[config.mk]
export PLATFORM = sky130hd
export DESIGN_NAME = riscv_muldiv_unit_flat
export DESIGN_NICKNAME = d
export VERILOG_FILES = /design/src/rtl/riscv_muldiv_unit_if.sv /design/src/rtl/riscv_muldiv_unit.sv /design/src/flat_wrapper.sv
export SDC_FILE = /design/constraint.sdc
export NUM_CORES = 1
export LEC_CHECK = 0
export CORE_MARGIN = 2
export CORE_UTILIZATION = 45
export CTS_CLUSTER_DIAMETER = 40
export DETAILED_ROUTE_END_ITERATION = 16
export HOLD_SLACK_MARGIN = 0.08
export PLACE_DENSITY_LB_ADDON = 0.12
export SYNTH_ARGS = -nofsm -noshare
export SYNTH_HDL_FRONTEND = slang
export SYNTH_SLANG_ARGS = --single-unit
[constraint.sdc]
create_clock -name clk_i -period 14.4 [get_ports clk_i]
set_input_delay 2.16 -clock clk_i [delete_from_list [all_inputs] [get_ports clk_i]]
set_output_delay 2.16 -clock clk_i [all_outputs]
set_load 0.005 [all_outputs]
[src/rtl/riscv_muldiv_unit_if.sv]
// rtl/riscv_muldiv_unit_if.sv - request/response channels of the iterative mul/div unit
interface riscv_muldiv_unit_if #(
    parameter int XLEN  = 32,
    parameter int TAG_W = 5
) ();
    logic             req_valid;
    logic             req_ready;
    logic [2:0]       req_op;
    logic [XLEN-1:0]  req_a;
    logic [XLEN-1:0]  req_b;
    logic [TAG_W-1:0] req_tag;
    logic             resp_valid;
    logic             resp_ready;
    logic [XLEN-1:0]  resp_result;
    logic [TAG_W-1:0] resp_tag;

    modport master (
        output req_valid, req_op, req_a, req_b, req_tag, resp_ready,
        input  req_ready, resp_valid, resp_result, resp_tag
    );

    modport slave (
        input  req_valid, req_op, req_a, req_b, req_tag, resp_ready,
        output req_ready, resp_valid, resp_result, resp_tag
    );
endinterface

[src/rtl/riscv_muldiv_unit.sv]
// rtl/riscv_muldiv_unit.sv - iterative RV32M/RV64M multiply/divide unit
// Shift-add multiply and restoring divide on magnitudes, BITS_PER_CYCLE bits per iteration.
module riscv_muldiv_unit #(
    parameter int XLEN           = 32,
    parameter int BITS_PER_CYCLE = 1,
    parameter int TAG_W          = 5
) (
    input  logic                clk_i,
    input  logic                rst_ni,
    input  logic                flush_i,
    output logic                busy_o,
    riscv_muldiv_unit_if.slave  bus
);
    localparam int BPC   = BITS_PER_CYCLE;
    localparam int N     = XLEN / BPC;
    localparam int CNT_W = $clog2(N);

    typedef enum logic [1:0] {S_IDLE, S_CALC, S_DONE} state_e;

    state_e              state_q, state_d;
    logic [CNT_W-1:0]    cnt_q, cnt_d;
    logic [2:0]          op_q, op_d;
    logic [TAG_W-1:0]    tag_q, tag_d;
    logic [XLEN-1:0]     a_q, a_d;
    logic [XLEN-1:0]     b_q, b_d;
    logic [2*XLEN-1:0]   acc_q, acc_d;
    logic                neg_q, neg_d;
    logic [XLEN-1:0]     res_q, res_d;
    logic                rdy_en_q;

    logic                accept;
    logic                a_signed, b_signed, a_neg, b_neg;
    logic [XLEN-1:0]     a_mag, b_mag;
    logic                div_zero, div_ovf;
    logic [XLEN-1:0]     spec_res;

    logic [XLEN+BPC-1:0] partial, sum;
    logic [2*XLEN-1:0]   mul_nxt, prod;
    logic [XLEN:0]       rem_t;
    logic [XLEN-1:0]     rem_w, quo_w;
    logic [XLEN-1:0]     fin_res;

    assign accept = bus.req_valid & bus.req_ready;

    // Operand decode at the request port; only latched copies are used afterwards
    always_comb begin
        a_signed = 1'b0;
        b_signed = 1'b0;
        case (bus.req_op)
            3'd1, 3'd4, 3'd6: begin a_signed = 1'b1; b_signed = 1'b1; end
            3'd2:             a_signed = 1'b1;
            default:          ;
        endcase
        a_neg    = a_signed & bus.req_a[XLEN-1];
        b_neg    = b_signed & bus.req_b[XLEN-1];
        a_mag    = a_neg ? (~bus.req_a + 1'b1) : bus.req_a;
        b_mag    = b_neg ? (~bus.req_b + 1'b1) : bus.req_b;
        div_zero = bus.req_op[2] && (bus.req_b == '0);
        div_ovf  = bus.req_op[2] && !bus.req_op[0] && (bus.req_b == '1)
                   && (bus.req_a == {1'b1, {(XLEN-1){1'b0}}});
        if (div_zero) spec_res = bus.req_op[1] ? bus.req_a : '1;
        else          spec_res = bus.req_op[1] ? '0 : bus.req_a;
    end

    // One iteration of both datapaths; the FSM picks which one to keep
    always_comb begin
        partial = (XLEN+BPC)'(b_q) * (XLEN+BPC)'(a_q[BPC-1:0]);
        sum     = (XLEN+BPC)'(acc_q[2*XLEN-1:XLEN]) + partial;
        mul_nxt = {sum, acc_q[XLEN-1:BPC]};
        rem_w   = acc_q[XLEN-1:0];
        quo_w   = a_q;
        rem_t   = '0;
        for (int i = 0; i < BPC; i++) begin
            rem_t = {rem_w, quo_w[XLEN-1]};
            quo_w = {quo_w[XLEN-2:0], 1'b0};
            if (rem_t >= {1'b0, b_q}) begin
                rem_t    = rem_t - {1'b0, b_q};
                quo_w[0] = 1'b1;
            end
            rem_w = rem_t[XLEN-1:0];
        end
        prod = neg_q ? (~mul_nxt + 1'b1) : mul_nxt;
        if (op_q[2]) begin
            if (op_q[1]) fin_res = neg_q ? (~rem_w + 1'b1) : rem_w;
            else         fin_res = neg_q ? (~quo_w + 1'b1) : quo_w;
        end else begin
            fin_res = (op_q == 3'd0) ? prod[XLEN-1:0] : prod[2*XLEN-1:XLEN];
        end
    end

    always_ff @(posedge clk_i or negedge rst_ni) begin
        if (!rst_ni) begin
            state_q  <= S_IDLE;
            cnt_q    <= '0;
            op_q     <= '0;
            tag_q    <= '0;
            a_q      <= '0;
            b_q      <= '0;
            acc_q    <= '0;
            neg_q    <= 1'b0;
            res_q    <= '0;
            rdy_en_q <= 1'b0;
        end else begin
            state_q  <= state_d;
            cnt_q    <= cnt_d;
            op_q     <= op_d;
            tag_q    <= tag_d;
            a_q      <= a_d;
            b_q      <= b_d;
            acc_q    <= acc_d;
            neg_q    <= neg_d;
            res_q    <= res_d;
            rdy_en_q <= 1'b1;
        end
    end

    always_comb begin
        state_d = state_q;
        cnt_d   = cnt_q;
        op_d    = op_q;
        tag_d   = tag_q;
        a_d     = a_q;
        b_d     = b_q;
        acc_d   = acc_q;
        neg_d   = neg_q;
        res_d   = res_q;
        unique case (state_q)
            S_IDLE: begin
                if (accept) begin
                    op_d  = bus.req_op;
                    tag_d = bus.req_tag;
                    a_d   = a_mag;
                    b_d   = b_mag;
                    acc_d = '0;
                    cnt_d = '0;
                    neg_d = (bus.req_op == 3'd6) ? a_neg : (a_neg ^ b_neg);
                    if (div_zero || div_ovf) begin
                        res_d   = spec_res;
                        state_d = S_DONE;
                    end else begin
                        state_d = S_CALC;
                    end
                end
            end
            S_CALC: begin
                cnt_d = cnt_q + CNT_W'(1);
                if (op_q[2]) begin
                    a_d   = quo_w;
                    acc_d = {{XLEN{1'b0}}, rem_w};
                end else begin
                    a_d   = a_q >> BPC;
                    acc_d = mul_nxt;
                end
                if (cnt_q == CNT_W'(N-1)) begin
                    res_d   = fin_res;
                    state_d = S_DONE;
                end
            end
            S_DONE: begin
                if (bus.resp_ready) state_d = S_IDLE;
            end
            default: state_d = S_IDLE;
        endcase
        // A flushed op never publishes its result
        if (flush_i) begin
            state_d = S_IDLE;
            res_d   = res_q;
        end
    end

    always_comb begin
        bus.req_ready   = (state_q == S_IDLE) & ~flush_i & rdy_en_q;
        bus.resp_valid  = (state_q == S_DONE);
        bus.resp_result = res_q;
        bus.resp_tag    = tag_q;
        busy_o          = (state_q != S_IDLE);
    end
endmodule

[src/flat_wrapper.sv]
// flat-port wrapper written by rule: the top's interface ports become plain ports
module riscv_muldiv_unit_flat 
#(
    parameter int XLEN           = 32,
    parameter int BITS_PER_CYCLE = 1,
    parameter int TAG_W          = 5
)
  (clk_i, rst_ni, flush_i, busy_o, bus_req_valid, bus_req_op, bus_req_a, bus_req_b, bus_req_tag, bus_resp_ready, bus_req_ready, bus_resp_valid, bus_resp_result, bus_resp_tag);
  riscv_muldiv_unit_if #(.XLEN(XLEN), .TAG_W(TAG_W)) bus_i ();
  input  logic clk_i;
  input  logic rst_ni;
  input  logic flush_i;
  output logic busy_o;
  input wire logic [$bits(bus_i.req_valid)-1:0] bus_req_valid;
  input wire logic [$bits(bus_i.req_op)-1:0] bus_req_op;
  input wire logic [$bits(bus_i.req_a)-1:0] bus_req_a;
  input wire logic [$bits(bus_i.req_b)-1:0] bus_req_b;
  input wire logic [$bits(bus_i.req_tag)-1:0] bus_req_tag;
  input wire logic [$bits(bus_i.resp_ready)-1:0] bus_resp_ready;
  output wire logic [$bits(bus_i.req_ready)-1:0] bus_req_ready;
  output wire logic [$bits(bus_i.resp_valid)-1:0] bus_resp_valid;
  output wire logic [$bits(bus_i.resp_result)-1:0] bus_resp_result;
  output wire logic [$bits(bus_i.resp_tag)-1:0] bus_resp_tag;
  assign bus_i.req_valid = bus_req_valid;
  assign bus_i.req_op = bus_req_op;
  assign bus_i.req_a = bus_req_a;
  assign bus_i.req_b = bus_req_b;
  assign bus_i.req_tag = bus_req_tag;
  assign bus_i.resp_ready = bus_resp_ready;
  assign bus_req_ready = bus_i.req_ready;
  assign bus_resp_valid = bus_i.resp_valid;
  assign bus_resp_result = bus_i.resp_result;
  assign bus_resp_tag = bus_i.resp_tag;
  riscv_muldiv_unit #(.XLEN(XLEN), .BITS_PER_CYCLE(BITS_PER_CYCLE), .TAG_W(TAG_W)) u_core (.clk_i(clk_i), .rst_ni(rst_ni), .flush_i(flush_i), .busy_o(busy_o), .bus(bus_i));
endmodule
==> metrics <==
H-Tree Depth=4; cts repair resizes=0; Skew-Pair Late Insertion Delay=0.52 ns; critical path data required time=14.80 ns; EDFF count, synth=0; PwrDens=approximately 180 nW/um^2; R2R Setup Slk=8.27 ns; final layout net count=2551; startpoint types=flip-flop; share of the synthesized area in the top cell type=24.34%; die extent in x=between 200 and 250 um; worst setup margin=8.274 ns; FF-to-FF path depth=19; CTS clock-pin slew for the worst setup and hold paths=around 0.070 ns; PortBufs=about 120; RSZ-0062 raised after global routing=no; yosys warns=0; dominant synthesized flop cell=dfrtp_1; DR DRC count=0; initial antenna violation count=3; status=complete, no violations; post-synth net total=2562; core footprint=roughly 40000 um^2; Crit Path Class=flip-flop to flip-flop; Yosys cell types=between 90 and 100; crit path capture type=flip-flop; Final Critical Period=about 6 ns; period utilization=a little over two fifths; fillcell total=4035; Area contributors post-synth=dfrtp_1 24%, o21ai_0 5.8%, a21oi_1 5.5%; fmax=163.2 MHz; Final setup viols=0; Fin. Hold Viols=0; share of cells above drive strength 1=approximately 5%; WHS Path Cells=2; Final GP Congestion=0.9692; WHS=0.4778 ns; Post-Synth Simple-Gate Area=21.72%; GR Overflow Total=0; Yosys reg bits=177; clk sinks=177; DR vias=19190; async set or reset register ratio after synthesis=100.0%; die area=roughly 42000 um^2; Worst Hold Class=flip-flop to flip-flop; Die Height=205.1 um; Avg Cell Area, Syn=7.549 um^2; hpwl dp=around 55000 um; Max-slew headroom=9.333%; most frequent cell after synthesis=nand2_1; antenna-violating nets left=0; max cap viols=0; first-pass GRT wire length=around 110000 um; # diodes=0; Inst Count DP=2906; Mapped Area=between 15000 and 20000 um^2; CTS tree=yes; TritonRoute pass-1 iters=8; area growth from synthesis to layout=10.81%; worst clock skew=0.01689 ns; Post-CTS Hold Buffers=0; Routed WL=71850 um; vias in the first global route=about 18000; final cell count without fillers=~2900; Initial Util=between 40% and 50%; post-synthesis mux area share=under 10%; Lkg Pwr=8.111 nW; crit path DAT=6.53 ns; setup_tns=0 ns; Inserted Clock Buffers=17; synth cell count leaders=258 x nand2_1, 233 x nor2_1, 211 x o21ai_0; Seq/Total Area, Yosys=24.34%; Synth Area in Compound Gates=29.23%; largest net degree at the start of global routing=80; worst slew pin tran=~1.3 ns; cell taking the most area after synthesis=dfrtp_1; max-slew violations=0; Syn Inst Count=2411; std cell rows=73; DR iter-0 viols=2303; setup bufs post-CTS=0; Total Power=3.672 mW; CP max FO=20; Routed WL per cell=roughly 24 um; GRT Total Usage=approximately a third; IR drop worst, VDD=about 0.11 mV; vias per std cell=6.533; pre-CTS setup slack=~8.4 ns; Root Buffer=clkbuf_16; IO Count=117; XOR/XNOR Fraction of Synth Area=~8.6%; largest family of logic cells by synthesized area=compound AO/OA/AOI/OAI gates; Clock Path Buffers=2; adder-cell share of the synthesized area=6.435%
[registers in the layout, indices dropped and copies added (netlist names)]
signal and count:
u_core.a_q 32, u_core.acc_q 64, u_core.b_q 32, u_core.bus.resp_result 32, u_core.bus.resp_tag 5, u_core.cnt_q 5, u_core.neg_q 1, u_core.op_q 3
u_core.rdy_en_q 1, u_core.state_q 2
[stage by stage]
stage	utilization, %	area, um^2
after floorplan	-	18200
after global placement	49.22	19600
after detailed placement	49.22	19600
after CTS	50.64	20170
after global routing	50.64	20170
final	50.64	20170
[power by group]
group | internal [mW] | leakage (nW) | switching, mW
combinational | 0.852 | 5.56 | 1.55
sequential | 0.598 | 2.28 | 0.191
clock | 0.249 | 0.277 | 0.234
[cell usage in the layout, fill, tap and decap left out, drive strengths merged, types with 7 or more instances in the layout]
cell type,instances
nand2,258
nor4,24
nor3,54
nor2,233
mux2,14
xnor2,89
a21oi,200
a211o,14
o41ai,18
nor2b,10
a221oi,14
nand4,30
inv,73
clkinv,7
o21a,10
a311oi,12
dfrtp,177
or2,9
o211ai,27
maj3,23
ha,72
nand2b,23
and2,22
or3,33
o21ai,212
a211oi,70
nand3,63
a22oi,9
and3,18
o31ai,44
o31a,8
or4,20
a21o,23
clkbuf,23
clkdlybuf4s50,115
mux2i,59
buf,26
xor2,90
a22o,42
a31oi,27
[worst paths after layout]
check	start	end
max in group asynchronous	rst_ni	u_core.acc_q[59]
setup / recovery	u_core.acc_q[2]	u_core.bus.resp_result[26]
hold / removal	u_core.bus.resp_tag[0]	u_core.bus.resp_tag[0]
hold reg to reg	u_core.bus.resp_tag[0]	u_core.bus.resp_tag[0]
min in group asynchronous	rst_ni	u_core.acc_q[49]
setup reg to reg	u_core.acc_q[2]	u_core.bus.resp_result[26]
[layout make-up]
class,count,area (um^2),area share [%]
multi-input combinational,1990,12880,63.85
timing repair buffer,142,1360,6.744
clock buffer,22,464.2,2.302
clock inverter,10,102.6,0.5087
tap,525,656.9,3.257
inverter,72,270.3,1.340
sequential,177,4437,22.00
[routing by layer]
layer | vias up | track usage, % | part of all wire [%]
met5 | - | 0 | 0.093
met4 | 4 | 14.29 | 4.0
met3 | 140 | 6.125 | 7.7
met2 | 894 | 51.70 | 44
met1 | 9234 | 48.17 | 45
li1 | 8922 | - | -
[cells by family (layout without fill, tap and decap cells)]
| logic type | after synthesis | count (layout) |
|---|---|---|
| AO/OA/AOI/OAI | 811 | 811 |
| multiplexers | 76 | 76 |
| flip-flops | 177 | 177 |
| buffers and inverters | 244 | 246 |
| AND/OR/NAND/NOR | 826 | 826 |
| XOR/XNOR | 179 | 179 |
| other | 1 | 1 |
| adder cells (fa/ha/maj) | 97 | 97 |
[critical path, cell delays in order (launching register included)]
cell and delay (ns):
dfrtp_1 0.45, ha_1 0.40, a21oi_1 0.23, nand2b_1 0.10, o21ai_0 0.64, o211a_1 0.36
or3_1 0.13, buf_4 0.26, nand2_2 0.09, inv_1 0.66, ha_1 0.38, nand3_1 0.14
or2_2 0.37, nand2b_1 0.26, nand2b_1 0.25, o41ai_1 0.33, xor2_1 0.21, a21oi_1 0.09
a221o_1 0.35, mux2_4 0.26
(Power assumes the default switching activity.)
